## src/rtl/pc_unit.sv

```systemverilog
// pc_unit
// Program counter for the MIPS fetch stage. Holds the fetch address and
// moves it forward by INC bytes, or loads a branch/jump target, whenever
// the debug state machine allows it and the hazard unit is not stalling.
// A redirect always lands even while stalled, because a flush must not be lost.
// A halt freezes the unit until reset.
// All state changes on the falling edge of i_clk.
//
// Ports:
//   i_clk          clock, falling-edge active
//   i_rst          synchronous reset, active-low
//   i_stall        hazard stall, holds the PC
//   i_redirect     load i_redirect_pc instead of incrementing
//   i_redirect_pc  branch/jump target (LEN bits)
//   i_mode         0 = continuous run, 1 = single-step debug
//   i_step         step request (level; rising edge starts one step)
//   i_halt         halt instruction seen, freezes the unit until reset
//   o_pc           current PC (LEN bits)
//   o_adv          PC will update at the next falling edge (combinational)
//   o_state        debug FSM state: RUN=00, WAIT_STEP=01, STEP=10, HALT=11
//   o_count        saturating count of PC updates since reset (CNT_W bits)
module pc_unit #(
  parameter int LEN       = 32,
  parameter int INC       = 4,
  parameter int RESET_VEC = 0,
  parameter int CNT_W     = 32
) (
  input  logic             i_clk,
  input  logic             i_rst,
  input  logic             i_stall,
  input  logic             i_redirect,
  input  logic [LEN-1:0]   i_redirect_pc,
  input  logic             i_mode,
  input  logic             i_step,
  input  logic             i_halt,
  output logic [LEN-1:0]   o_pc,
  output logic             o_adv,
  output logic [1:0]       o_state,
  output logic [CNT_W-1:0] o_count
);

  typedef enum logic [1:0] {
    RUN       = 2'b00,
    WAIT_STEP = 2'b01,
    STEP      = 2'b10,
    HALT      = 2'b11
  } state_t;

  localparam logic [LEN-1:0]   ResetPc = LEN'(RESET_VEC);
  localparam logic [LEN-1:0]   IncVal  = LEN'(INC);
  localparam logic [CNT_W-1:0] CntMax  = {CNT_W{1'b1}};
  localparam logic [CNT_W-1:0] CntOne  = CNT_W'(1);

  state_t           state_q, state_d;
  logic [LEN-1:0]   pc_q, pc_d;
  logic [CNT_W-1:0] count_q, count_d;
  logic             step_q;

  logic             step_pulse;
  logic             can_go;
  logic             adv;

  // A held-high i_step must produce only one step, so only its rising edge counts.
  assign step_pulse = i_step & ~step_q;
  assign can_go     = (state_q == RUN) | (state_q == STEP);
  // Halt beats everything; a redirect overrides a stall so flushes always land.
  assign adv        = can_go & ~i_halt & (i_redirect | ~i_stall);

  // Next PC, advance counter and debug FSM transitions.
  always_comb begin
    pc_d    = pc_q;
    count_d = count_q;
    state_d = state_q;

    if (adv) begin
      pc_d = i_redirect ? i_redirect_pc : pc_q + IncVal;
      if (count_q != CntMax) begin
        count_d = count_q + CntOne;
      end
    end

    unique case (state_q)
      RUN: begin
        if (i_halt)      state_d = HALT;
        else if (i_mode) state_d = WAIT_STEP;
      end
      WAIT_STEP: begin
        if (i_halt)          state_d = HALT;
        else if (!i_mode)    state_d = RUN;
        else if (step_pulse) state_d = STEP;
      end
      STEP: begin
        // A stalled step stays pending; i_mode is not looked at until it completes.
        if (i_halt)   state_d = HALT;
        else if (adv) state_d = WAIT_STEP;
      end
      HALT: begin
        state_d = HALT;
      end
      default: begin
        state_d = RUN;
      end
    endcase
  end

  // State registers; reset discards any pending step and picks the start
  // state from i_mode so a debug session can begin straight out of reset.
  always_ff @(negedge i_clk) begin
    if (!i_rst) begin
      pc_q    <= ResetPc;
      count_q <= '0;
      step_q  <= 1'b0;
      state_q <= i_mode ? WAIT_STEP : RUN;
    end else begin
      pc_q    <= pc_d;
      count_q <= count_d;
      step_q  <= i_step;
      state_q <= state_d;
    end
  end

  assign o_pc    = pc_q;
  assign o_adv   = adv;
  assign o_state = state_q;
  assign o_count = count_q;

endmodule

```

## config.mk

```make
export PLATFORM = sky130hd
export DESIGN_NAME = pc_unit
export DESIGN_NICKNAME = d
export VERILOG_FILES = /design/src/rtl/pc_unit.sv
export SDC_FILE = /design/constraint.sdc
export NUM_CORES = 1
export LEC_CHECK = 0
export BUFFER_PORTS_ARGS = -buffer_cell sky130_fd_sc_hd__buf_2
export CORE_ASPECT_RATIO = 1.2
export CORE_MARGIN = 3
export CORE_UTILIZATION = 55
export CTS_BUF_LIST = sky130_fd_sc_hd__clkbuf_4 sky130_fd_sc_hd__clkbuf_8
export DETAILED_ROUTE_END_ITERATION = 6
export PLACE_DENSITY = 0.84
export SLEW_MARGIN = 20
export SYNTH_ARGS = -nofsm -noshare
export SYNTH_HDL_FRONTEND = slang
export SYNTH_SLANG_ARGS = --single-unit
```

## constraint.sdc

```tcl
create_clock -name i_clk -period 4.6 [get_ports i_clk]
set_clock_uncertainty 0.1 [all_clocks]
set_input_delay 0.46 -clock i_clk [delete_from_list [all_inputs] [get_ports i_clk]]
set_output_delay 0.46 -clock i_clk [all_outputs]
set_load 0.02 [all_outputs]
```

After elaboration in Yosys (flattened, before gate mapping)
Index checks and enable logic that the tools add are counted.
- bits in writable memories: 0
- input port bits: 39
- word-level logic and storage cells: 35
- output and inout port bits: 67
- memories kept: 0
- register bits: 67
- memory bits (read-only): 0
- latch bits: 0
- div/mod/pow operators: 0
- mux-type cells: 11
- add/subtract/negate cells: 2
- bitwise gates (word level): 8
- multipliers: 0
- equal/unequal tests: 7
- magnitude comparators: 0
- shifts and indexed selects: 0
- reductions and logical operators: 3
- operators with widths (operator ; number):
    adder 32 x 1 -> 32 bit, second input constant ; 1
    adder 32 x 3 -> 32 bit, second input constant ; 1
    2-to-1 mux 32 bit ; 1
    inequality test 32 bit, second input constant ; 1
    2-to-1 mux 2 bit ; 8
    inequality test 4 bit, second input constant ; 2
    one-hot mux 2 bit (4 select lines) ; 1
    inequality test 5 bit, second input constant ; 1
    equality test 2 bit, second input constant ; 2
    bitwise AND 1 bit ; 3
    inverter 1 bit ; 3
    AND reduction 3 bit ; 1
    equality test 2 x 1 -> 1 bit, second input constant ; 1
    zero test 2 bit ; 1
    bitwise OR 1 bit ; 2
    AND reduction 2 bit ; 1
    2-to-1 mux 1 bit ; 1

Depth between registers and ports, before layout
- depth after elaboration: 8
- gate-level depth with buffers: 9
- mapped depth without buffers: 6

==> qor.yml <==
critical_path:
  crit_chain: "nor2_4 > nand2_1 > inv_4 > buf_6 > buf_2"
  crit_start: "o_state[0]"
  worstPathMaxFanout: 18
  reg2reg_from: "o_pc[2]"
  cp-end-kind: "output pin"
  cpMaxStageDelayCell: "edfxtp_1"
  crit_type: "flip-flop to output pin"
  critPathArrivalTime_ns: 3.94
  start_kind: "flip-flop"
  crit_required_ns: 4.04
  slowest_delay_ns: 0.42
route:
  ant_nets: 0
  drt-initial-drc-count: 280
  dr.pass1.iters: 5
  vias_per_cell: 6.11
  wl_per_cell_um: 15.2
  routed_wl_um: 11200
  drc: 0
  num_vias: 4507
pwr:
  ir_drop_mv: 0.206
  p_per_area_nw_per_um2: 307
  p_leak_nw: 2.18
  finalPower_mw: 1.48
clock_network:
  post-cts-setup-buffer-count: 0
  cts-resized-gates: 3
  htree_levels: 3
  cts_sinks: 67
  numCtsBuffers: 9
  clkTransAtPathRegs_ns: 0.03
  clockBufferDepth: 2
  cts-hold-fix-buffers: 0
  tritoncts: "done"
  root_buffer: "clkbuf_8"
  clock_latency_ns: 0.40
synth:
  syn_area_um2: 3790
  yosys-mux-area-fraction: 0.0241
  yosys.area_share.simple: 0.324
  syn_nets: 525
  yosysUniqueCellTypes: 62
  synth-main-ff-cell: "dfxtp_1"
  synthArstFlopShare: 0
  synthXorXnorAreaFrac: 0.00694
  seq_area_frac_synth: 0.359
  syn_inst: 484
  ys_seq_elements: 67
  yosysWarnings: 0
  syn_area_per_cell_um2: 7.83
  synth_edf_count: 2
  synth_compound_area_frac: 0.232
  synth_fa_ha_area_frac: 0.00661
  synth_top_family_by_area: "simple AND/OR/NAND/NOR gates"
floorplanning:
  row_count: 32
  ios: 106
  start_util: 0.577
  dieArea_um2: 7920
  die_x_um: 81.8
  die_h_um: 96.9
  core_um2: 6570
grt:
  grt_pass1_wl_um: 18800
  grt_pass1_vias: 4219
  use_met2: 0.462
  grt_usage: 0.292
  antenna_found_initial: 0
  busiest_layer: "met2"
  use_met3: 0.108
  grt_util_met1: 0.343
  overflow: 0
  grt_max_degree: 61
timing:
  hold_violations: 0
  rsz0062_at_grt: "no"
  drv_slew: 0
  slew_headroom: 0.521
  setup_viol: 0
  tightest_slew_ns: 0.712
  setup_tns_ns: 0
placement:
  port_buffers: 105
  place_congestion: 0.905
  dp_hpwl_um: 7630
run_status:
  status: "completed"
worst_hold_path:
  hp-class: "flip-flop to flip-flop"
  hold_start: "o_pc[0]"
layout:
  drive_above_1_share: 0.224
  final_nets: 689
  layout_commonest_cell: "buf_2"
  antennaDiodeCount: 0
  mostFrequentLayoutCells: "buf_2, inv_1, dfxtp_1, nand2_1, a21oi_1"
  syn2layout_area_growth_pct: 27.4
flow_run:
  maxCapViolations: 0
-- registers in the layout (all words and copies together) (netlist names) --
signal and cells:
step_q 1, o_state 2, o_pc 32, o_count 32
-- layout make-up --
type	instances	area (um^2)
Multi-Input combinational cell	377	2260
Clock inverter	74	317
Clock buffer	9	124
Fill cell	568	1740
Inverter	8	32.5
Sequential cell	67	1360
Timing Repair Buffer	118	627
Tap cell	85	106
-- logic make-up after synthesis --
family | Yosys count
adders and majority gates | 2
buffers and inverters | 40
DFF | 67
xor gates and xnor gates | 3
and+or+nand+nor | 223
AOI/OAI and AO/OA | 140
muxes | 9
-- synthesized netlist by cell type, types with 8 or more instances --
cell type,instances,share of area
and4_1,12,0.028
or4_1,11,0.022
o21ai_0,39,0.052
o31ai_1,12,0.024
nand3_1,26,0.034
clkbuf_1,20,0.020
nand4_1,16,0.026
dfxtp_1,65,0.34
nand2_1,51,0.051
inv_1,8,0.0079
mux2i_1,8,0.021
or3_1,14,0.023
nor2_1,34,0.034
and2_1,8,0.013
and3_1,10,0.017
nor3_1,14,0.018
a21oi_1,44,0.058
-- critical path: cells and delay by family (launching register included) --
| family | cells | cell delay [ns] |
|---|---|---|
| flip-flops | 1 | 0.42 |
| buffers and inverters | 3 | 0.50 |
| AND/OR/NAND/NOR | 2 | 0.33 |
-- report_power, final --
group	switching, mW	internal, mW	leakage (nW)	total, mW
combinational	0.0860	0.0549	1.18	0.141
sequential	0.0169	0.602	0.547	0.619
clock	0.397	0.324	0.454	0.721
total	0.500	0.981	2.18	1.48
-- routing by layer --
metal / share of wire / wire [um]
met3: 0.095 / 1070
met4: 0.020 / 225
met2: 0.49 / 5490
met5: 0 / 0
met1: 0.40 / 4450
-- final timing paths --
path,end,slack [ns],depth (start not counted)
worst max-delay path,o_adv,0.10,5
worst min-delay path,o_pc[0],0.36,2
worst min register to register,o_pc[0],0.36,2
worst max register to register,o_pc[18],2.08,6
-- per-stage QoR --
| stage | cell area [um^2] | worst slack [ns] | util | instances | hold WS (ns) |
|---|---|---|---|---|---|
| after floorplan | 3790 | 0.146 | - | 484 | 0.435 |
| after global placement | 4380 | 0.0724 | 0.666 | 656 | 0.348 |
| after detailed placement | 4380 | -0.0152 | 0.666 | 656 | 0.353 |
| after CTS | 4820 | 0.00291 | 0.735 | 738 | 0.358 |
| after global routing | 4830 | 0.0140 | 0.735 | 738 | 0.387 |
| final | 4830 | 0.103 | 0.735 | 738 | 0.355 |
Note: power is estimated with default switching activity, not from simulation.
